<file path="config.mk">
export PLATFORM = sky130hd
export DESIGN_NAME = trig_interval_capture_flat
export DESIGN_NICKNAME = d
export VERILOG_FILES = /design/src/rtl/trig_interval_capture_if.sv /design/src/rtl/trig_interval_capture.sv /design/src/flat_wrapper.sv
export SDC_FILE = /design/constraint.sdc
export NUM_CORES = 1
export LEC_CHECK = 0
export BUFFER_PORTS_ARGS = -buffer_cell sky130_fd_sc_hd__buf_2
export CELL_PAD_IN_SITES_DETAIL_PLACEMENT = 0
export CELL_PAD_IN_SITES_GLOBAL_PLACEMENT = 1
export CORE_MARGIN = 2
export CORE_UTILIZATION = 46
export CTS_BUF_LIST = sky130_fd_sc_hd__clkbuf_8
export DETAILED_ROUTE_END_ITERATION = 10
export MAX_ROUTING_LAYER = met4
export PLACE_DENSITY_LB_ADDON = 0.15
export SLEW_MARGIN = 20
export SYNTH_ARGS = -nofsm -noshare
export SYNTH_HDL_FRONTEND = slang
export SYNTH_SLANG_ARGS = --single-unit
</file>
<file path="constraint.sdc">
create_clock -name CLK -period 3 [get_ports CLK]
set_clock_uncertainty 0.05 [all_clocks]
set_input_delay 0.15 -clock CLK [delete_from_list [all_inputs] [get_ports CLK]]
set_output_delay 0.15 -clock CLK [all_outputs]
set_load 0.05 [all_outputs]
</file>
<file path="src/rtl/trig_interval_capture_if.sv">
// Handshake bundle between the interval-capture block and its consumer.
// The slave side is the capture block; the master side drives enable, trigger and acknowledge.
interface trig_interval_capture_if #(
    parameter int COUNT_WIDTH = 16
);
    logic                   ENABLE_IN;
    logic                   TRIG_IN;
    logic                   ACK_IN;
    logic [COUNT_WIDTH-1:0] INTERVAL_OUT;
    logic                   VALID_OUT;
    logic                   OVF_OUT;
    logic                   LOST_OUT;
    logic                   BUSY_OUT;

    modport master (
        output ENABLE_IN,
        output TRIG_IN,
        output ACK_IN,
        input  INTERVAL_OUT,
        input  VALID_OUT,
        input  OVF_OUT,
        input  LOST_OUT,
        input  BUSY_OUT
    );

    modport slave (
        input  ENABLE_IN,
        input  TRIG_IN,
        input  ACK_IN,
        output INTERVAL_OUT,
        output VALID_OUT,
        output OVF_OUT,
        output LOST_OUT,
        output BUSY_OUT
    );
endinterface

</file>
<file path="src/rtl/trig_interval_capture.sv">
// Measures CLK cycles between consecutive trigger pulses and presents each interval
// through a valid/acknowledge handshake with overwrite (lost) and saturation (ovf) flags.
//
// state      | meaning
// -----------+-----------------------------------------------------------
// ST_IDLE    | disabled; counter held at 0, triggers ignored
// ST_ARM     | enabled, waiting for the first trigger to start timing
// ST_MEASURE | counting cycles; every trigger captures and restarts
module trig_interval_capture #(
    parameter int COUNT_WIDTH = 16,
    parameter int COUNT_MAX   = 65535
) (
    input  logic                        CLK,
    input  logic                        Reset,
    trig_interval_capture_if.slave      bus
);

    typedef enum logic [1:0] {
        ST_IDLE    = 2'd0,
        ST_ARM     = 2'd1,
        ST_MEASURE = 2'd2
    } state_t;

    localparam logic [COUNT_WIDTH-1:0] CNT_MAX = COUNT_WIDTH'(COUNT_MAX);
    localparam logic [COUNT_WIDTH-1:0] CNT_ONE = COUNT_WIDTH'(1);

    state_t                 state_q,    state_d;
    logic [COUNT_WIDTH-1:0] count_q,    count_d;
    logic                   ovf_ip_q,   ovf_ip_d;
    logic [COUNT_WIDTH-1:0] interval_q, interval_d;
    logic                   valid_q,    valid_d;
    logic                   ovf_q,      ovf_d;
    logic                   lost_q,     lost_d;
    logic                   busy_q,     busy_d;

    logic                   capture;
    logic                   ack_take;

    always_ff @(posedge CLK or posedge Reset) begin
        if (Reset) begin
            state_q    <= ST_IDLE;
            count_q    <= '0;
            ovf_ip_q   <= 1'b0;
            interval_q <= '0;
            valid_q    <= 1'b0;
            ovf_q      <= 1'b0;
            lost_q     <= 1'b0;
            busy_q     <= 1'b0;
        end else begin
            state_q    <= state_d;
            count_q    <= count_d;
            ovf_ip_q   <= ovf_ip_d;
            interval_q <= interval_d;
            valid_q    <= valid_d;
            ovf_q      <= ovf_d;
            lost_q     <= lost_d;
            busy_q     <= busy_d;
        end
    end

    always_comb begin
        state_d    = state_q;
        count_d    = count_q;
        ovf_ip_d   = ovf_ip_q;
        interval_d = interval_q;
        valid_d    = valid_q;
        ovf_d      = ovf_q;
        lost_d     = lost_q;
        capture    = 1'b0;
        ack_take   = valid_q && bus.ACK_IN;

        // Disable wins over everything in the measurement path, including a same-cycle trigger.
        if (!bus.ENABLE_IN) begin
            state_d  = ST_IDLE;
            count_d  = '0;
            ovf_ip_d = 1'b0;
        end else begin
            case (state_q)
                ST_IDLE: begin
                    state_d = ST_ARM;
                    count_d = '0;
                end
                ST_ARM: begin
                    count_d = '0;
                    if (bus.TRIG_IN) begin
                        state_d  = ST_MEASURE;
                        count_d  = CNT_ONE;
                        ovf_ip_d = 1'b0;
                    end
                end
                ST_MEASURE: begin
                    if (bus.TRIG_IN) begin
                        capture  = 1'b1;
                        count_d  = CNT_ONE;
                        ovf_ip_d = 1'b0;
                    end else if (count_q < CNT_MAX) begin
                        count_d = count_q + CNT_ONE;
                    end else begin
                        ovf_ip_d = 1'b1;
                    end
                end
                default: begin
                    state_d  = ST_IDLE;
                    count_d  = '0;
                    ovf_ip_d = 1'b0;
                end
            endcase
        end

        if (ack_take) begin
            valid_d = 1'b0;
            lost_d  = 1'b0;
        end

        // A same-cycle acknowledge consumes the old value, so only an unacked overwrite is lost.
        if (capture) begin
            interval_d = count_q;
            ovf_d      = ovf_ip_q;
            valid_d    = 1'b1;
            if (valid_q && !bus.ACK_IN) begin
                lost_d = 1'b1;
            end
        end

        busy_d = (state_d == ST_MEASURE);
    end

    assign bus.INTERVAL_OUT = interval_q;
    assign bus.VALID_OUT    = valid_q;
    assign bus.OVF_OUT      = ovf_q;
    assign bus.LOST_OUT     = lost_q;
    assign bus.BUSY_OUT     = busy_q;

endmodule

</file>
<file path="src/flat_wrapper.sv">
// flat-port wrapper written by rule: the top's interface ports become plain ports
module trig_interval_capture_flat 
#(
    parameter int COUNT_WIDTH = 16,
    parameter int COUNT_MAX   = 65535
)
  (CLK, Reset, bus_ENABLE_IN, bus_TRIG_IN, bus_ACK_IN, bus_INTERVAL_OUT, bus_VALID_OUT, bus_OVF_OUT, bus_LOST_OUT, bus_BUSY_OUT);
  trig_interval_capture_if #(.COUNT_WIDTH(COUNT_WIDTH)) bus_i ();
  input  logic CLK;
  input  logic Reset;
  input wire logic [$bits(bus_i.ENABLE_IN)-1:0] bus_ENABLE_IN;
  input wire logic [$bits(bus_i.TRIG_IN)-1:0] bus_TRIG_IN;
  input wire logic [$bits(bus_i.ACK_IN)-1:0] bus_ACK_IN;
  output wire logic [$bits(bus_i.INTERVAL_OUT)-1:0] bus_INTERVAL_OUT;
  output wire logic [$bits(bus_i.VALID_OUT)-1:0] bus_VALID_OUT;
  output wire logic [$bits(bus_i.OVF_OUT)-1:0] bus_OVF_OUT;
  output wire logic [$bits(bus_i.LOST_OUT)-1:0] bus_LOST_OUT;
  output wire logic [$bits(bus_i.BUSY_OUT)-1:0] bus_BUSY_OUT;
  assign bus_i.ENABLE_IN = bus_ENABLE_IN;
  assign bus_i.TRIG_IN = bus_TRIG_IN;
  assign bus_i.ACK_IN = bus_ACK_IN;
  assign bus_INTERVAL_OUT = bus_i.INTERVAL_OUT;
  assign bus_VALID_OUT = bus_i.VALID_OUT;
  assign bus_OVF_OUT = bus_i.OVF_OUT;
  assign bus_LOST_OUT = bus_i.LOST_OUT;
  assign bus_BUSY_OUT = bus_i.BUSY_OUT;
  trig_interval_capture #(.COUNT_WIDTH(COUNT_WIDTH), .COUNT_MAX(COUNT_MAX)) u_core (.CLK(CLK), .Reset(Reset), .bus(bus_i));
endmodule
</file>
Yosys cells after proc, flatten, opt, wreduce, memory -nomap -nowiden
Index checks and enable logic that the tools add are counted.

storage, ports and cells
  input port bits = 5
  bits in writable memories = 0
  output and inout port bits = 20
  memory bits (read-only) = 0
  memories = 0
  flip-flop bits (word level) = 39
  latch bits = 0

cells by class
  $mul = 0
  order comparisons = 1
  shift operators = 0
  bitwise logic cells = 0
  eq/ne operators = 7
  div/mod/pow operators = 0
  add/sub/neg operators = 1
  reduce and logical (&&, ||, !) cells = 6
  muxes and demuxes = 21

operators with widths
  cell                                                                      number
  16-bit 2-to-1 mux                                                         3
  16-bit case mux with 2 select lines                                       1
  16-bit by 1-bit adder with 16-bit output (second input constant)          1
  16-bit < comparator (second input constant)                               1
  1-bit 2-to-1 mux                                                          13
  2-bit case mux with 3 select lines                                        1
  2-bit equality test (second input constant)                               2
  2-bit 2-to-1 mux                                                          2
  4-bit by 3-bit inequality test with 1-bit output (second input constant)  1
  4-bit inequality test (second input constant)                             1
  3-bit inequality test (second input constant)                             1
  1-bit case mux with 3 select lines                                        1
  3-bit AND reduction                                                       1
  2-bit by 1-bit equality test with 1-bit output (second input constant)    1
  1-bit logical AND                                                         2
  2-bit zero test                                                           1
  2-bit inequality test (second input constant)                             1
  2-bit nonzero test                                                        1
  1-bit zero test                                                           1

Longest topological paths before layout
  word-level depth = 5
  depth in mapped cells = 8
  depth with buffers taken out = 7

Worst setup path after synthesis
No wires, ideal clock.

  path type = register -> register
  start point = register u_core.count_q[0]
  end point = register u_core.count_q[7]
  arrival time = 1.939 ns
  slack = 0.882 ns
  cell stages (with the launch flop) = 8
  path buffers = 1
  cells stage by stage = dfrtp_1 > ha_1 > nand3_1 > or3_4 > or4_1 > buf_2 > nand2_4 > o41ai_1

between the ends
  longest elaborated chain between the ends = 5
  elaborated cells between the ends (all ways) = 7
  those cells by class = 1 x add/sub; 1 x order compare; 1 x eq/ne; 4 x mux

RTL lines
  what                                      RTL line                     source
  start, declared                           trig_interval_capture.sv:28  logic [COUNT_WIDTH-1:0] count_q, count_d;
  start signal, assigned                    trig_interval_capture.sv:51  count_q <= count_d;
  16-bit by 1-bit adder with 16-bit output  trig_interval_capture.sv:97  count_d = count_q + CNT_ONE;
  16-bit 2-to-1 mux                         trig_interval_capture.sv:96  end else if (count_q < CNT_MAX) begin
  16-bit 2-to-1 mux                         trig_interval_capture.sv:92  if (bus.TRIG_IN) begin
  16-bit case mux with 2 select lines       trig_interval_capture.sv:78  case (state_q)
  16-bit 2-to-1 mux                         trig_interval_capture.sv:73  if (!bus.ENABLE_IN) begin

Several ways; a longest one is shown, not always the timed one. The select of a mux whose other input is x is not followed.
A chain may end at the register's enable or synchronous reset.

Worst setup path after layout
  start point = register u_core.count_q[0]
  end point = register u_core.count_q[13]

The elaborated chain is that of the path after synthesis.

==> reports/metrics.csv <==
metric;value;unit
cts-htree-levels;2;
multi_input_area;764;um2
dp_slack;608;ps
p_leak;1.04;nW
cts_setup_buffers;0;
die_area;4430;um2
layout_min_cycle_time;2410;ps
synth_commonest_cells;dfrtp_1, mux2_2, nor2_1, o21ai_1;
crit_chain;ha_1, nand3_1, or3_4, or4_1, nand2_4, o31ai_1;
max_slew.worst_pin.slew;803;ps
pwr-share-comb;0.129;
clkTransAtPathRegs;70;ps
synth_top_cell_by_area;dfrtp_1;
slowest_stage;or4_1;
cp_top_family;simple AND/OR/NAND/NOR gates;
p_clk_frac;0.388;
antenna_found_initial;0;
firstDrtPassIters;4;
tns;0;ps
core_area;3720;um2
start_kind;flop;
cap_violations;0;
worst-path-buf-inv;0;
clock-sinks;39;
hpwlAfterDp;2540;um
register_area;976;um2
grt_pass1_wl;5980;um
synth.most_common_cell;dfrtp_1;
finalPower;1.16;mW
seq_power_share;0.483;
vias;1374;
place_area;1990;um2
ys_seq_area_frac;0.542;
routedWlPerCell;14.5;um
final_max_slew_viol_count;0;
avgSynthCellArea;10.8;um2
peakVddDrop;0.000309;V
viasPerCell;5.56;
routed_wl;3580;um
crit_arrival;2530;ps
rows;22;
synthToLayoutAreaGrowth;18.2;%
gp_congestion;0.828;
crit_type;flop to flop;
critPathMaxStageDelay;720;ps
post-route-period-util;0.803;
io_pins;25;
rr_worst_depth;6;
ys.flop_type;dfrtp_1;
cp.depth;6;
grt-ovfl-total;0;
fin_util;0.572;
power_switching;0.300;mW
async_flop_share;1.00;
yosys_register_bits;39;
rrSetupSlack;590;ps
drive_above_1_share;0.286;
synth_top_area_frac;0.542;
cts_tree;built;
switching_share;0.259;
endpoint;u_core.count_q[13]$_DFFE_PP0P_;
reg2reg_from;u_core.count_q[0]$_DFFE_PP0P_;
clock_path_buffers;2;
worstPathRequired;3120;ps
syn_nets;176;
ys_warn_count;0;
status;finished clean;
antenna_violating_nets_post_route;0;
route.detailed.drc;0;
hold_buffers;2;
grt_max_degree;40;
clock.fmax;415;MHz
hold_viol_final;0;
grt_pass1_vias;1309;
rsz0062_at_grt;false;
grt_usage;0.187;
chipWidth;66.5;um
insertion_delay;290;ps
setup_ws;590;ps
numCtsBuffers;5;
setup_viol;0;
critPathMaxFanout;8;
drt_iter0_markers;92;
final_area;2130;um2
syn_inst;166;
cts_resized;0;
worst_slew_margin_rel;0.460;
antenna-diode-count;0;
final_nets;208;
yosysUniqueCellTypes;36;
numPortBuffers;24;
syn_area;1800;um2
clock-root-buffer;clkbuf_8;
synth_edf_count;0;
critPathCaptureType;flop;
hold_class;input pin to flop;
startpoint;u_core.count_q[0]$_DFFE_PP0P_;
dieHeight;66.5;um
nFillCells;338;
intPower;0.859;mW
power_density;545;nW/um2
ys_top_cells_by_area;dfrtp_1, mux2_2, o21ai_1;
reg2reg_to;u_core.count_q[13]$_DFFE_PP0P_;
start_util;0.484;
## power by group through the flow
stage / logic, mW / registers (mW) / clock network [mW]
global placement: 0.145 / 0.568 / 0
CTS: 0.152 / 0.560 / 0.460
detailed placement: 0.149 / 0.570 / 0
floorplan: 0.0867 / 0.593 / 0
global route: 0.169 / 0.562 / 0.483
finish: 0.149 / 0.560 / 0.449
## routing by layer
metal	track usage	vias to the layer above	share of wire
li1	-	650	-
met3	0.0507	6	0.047
met1	0.230	688	0.44
met2	0.296	30	0.49
met4	0.0689	0	0.016
met5	-	-	0
## placed cells by master, fill, tap and decap left out, types with 2 or more instances in the layout
master,Yosys,routed
nor3_1,2,2
o41ai_1,2,2
xor2_1,3,3
o31ai_1,5,5
buf_2,2,24
dlygate4sd3_1,0,2
nand3_1,9,9
nor2_1,15,15
clkbuf_8,0,6
buf_4,0,4
o21ai_0,4,4
dfrtp_1,39,39
inv_1,9,9
mux2_2,16,16
nand2b_1,2,2
ha_1,5,5
nand2_1,7,7
nand4_1,2,2
and2_1,2,2
a21oi_1,6,6
or4_1,3,3
o21ai_1,15,15
## worst min-delay path, cell delays in order
cell and delay [ps]:
buf_2 130, inv_2 90, a211oi_1 50
## cells by family after synthesis
kind of cell | count (synthesis) | share of synthesized area
flops | 39 | 0.542
simple gates | 50 | 0.149
mux | 16 | 0.100
compound gates | 37 | 0.122
fa+ha+maj | 5 | 0.0348
xor+xnor | 4 | 0.0195
buf+inv | 15 | 0.0327
## layout make-up
cell class	count	area share
flip-flops and latches	39	0.459
multi-input cells	112	0.360
repair buffers	30	0.0800
clock buffers	6	0.0388
well taps	48	0.0283
inverters	10	0.0177
clock inverters	2	0.0165
## stage by stage
stage	hold WS, ps	std cells
5_1_grt	131	247
3_5_place_dp	248	237
3_3_place_gp	232	237
4_1_cts	124	247
6_report	124	247
2_1_floorplan	189	166
## worst min path at each step
stage          cells after the start  slack [ps]           from                                     end
6_report                           3         120  bus_ENABLE_IN             u_core.ovf_ip_q$_DFFE_PP0P_
5_1_grt                            3         130  bus_ENABLE_IN             u_core.ovf_ip_q$_DFFE_PP0P_
4_1_cts                            3         120  bus_ENABLE_IN             u_core.ovf_ip_q$_DFFE_PP0P_
3_5_place_dp                       3         250          Reset  u_core.bus.INTERVAL_OUT[4]$_DFFE_PP0P_
3_3_place_gp                       3         230          Reset  u_core.bus.INTERVAL_OUT[4]$_DFFE_PP0P_
2_1_floorplan                      1         190     bus_ACK_IN                                    flop
## registers in the layout, summed over array words and instances (netlist names), named ones only
signal,flops
u_core.bus.BUSY_OUT,1
u_core.bus.INTERVAL_OUT,16
u_core.ovf_ip_q,1
u_core.count_q,16
u_core.bus.VALID_OUT,1
u_core.bus.OVF_OUT,1
u_core.state_q,2
No activity file was read; power rests on OpenSTA's default activity.
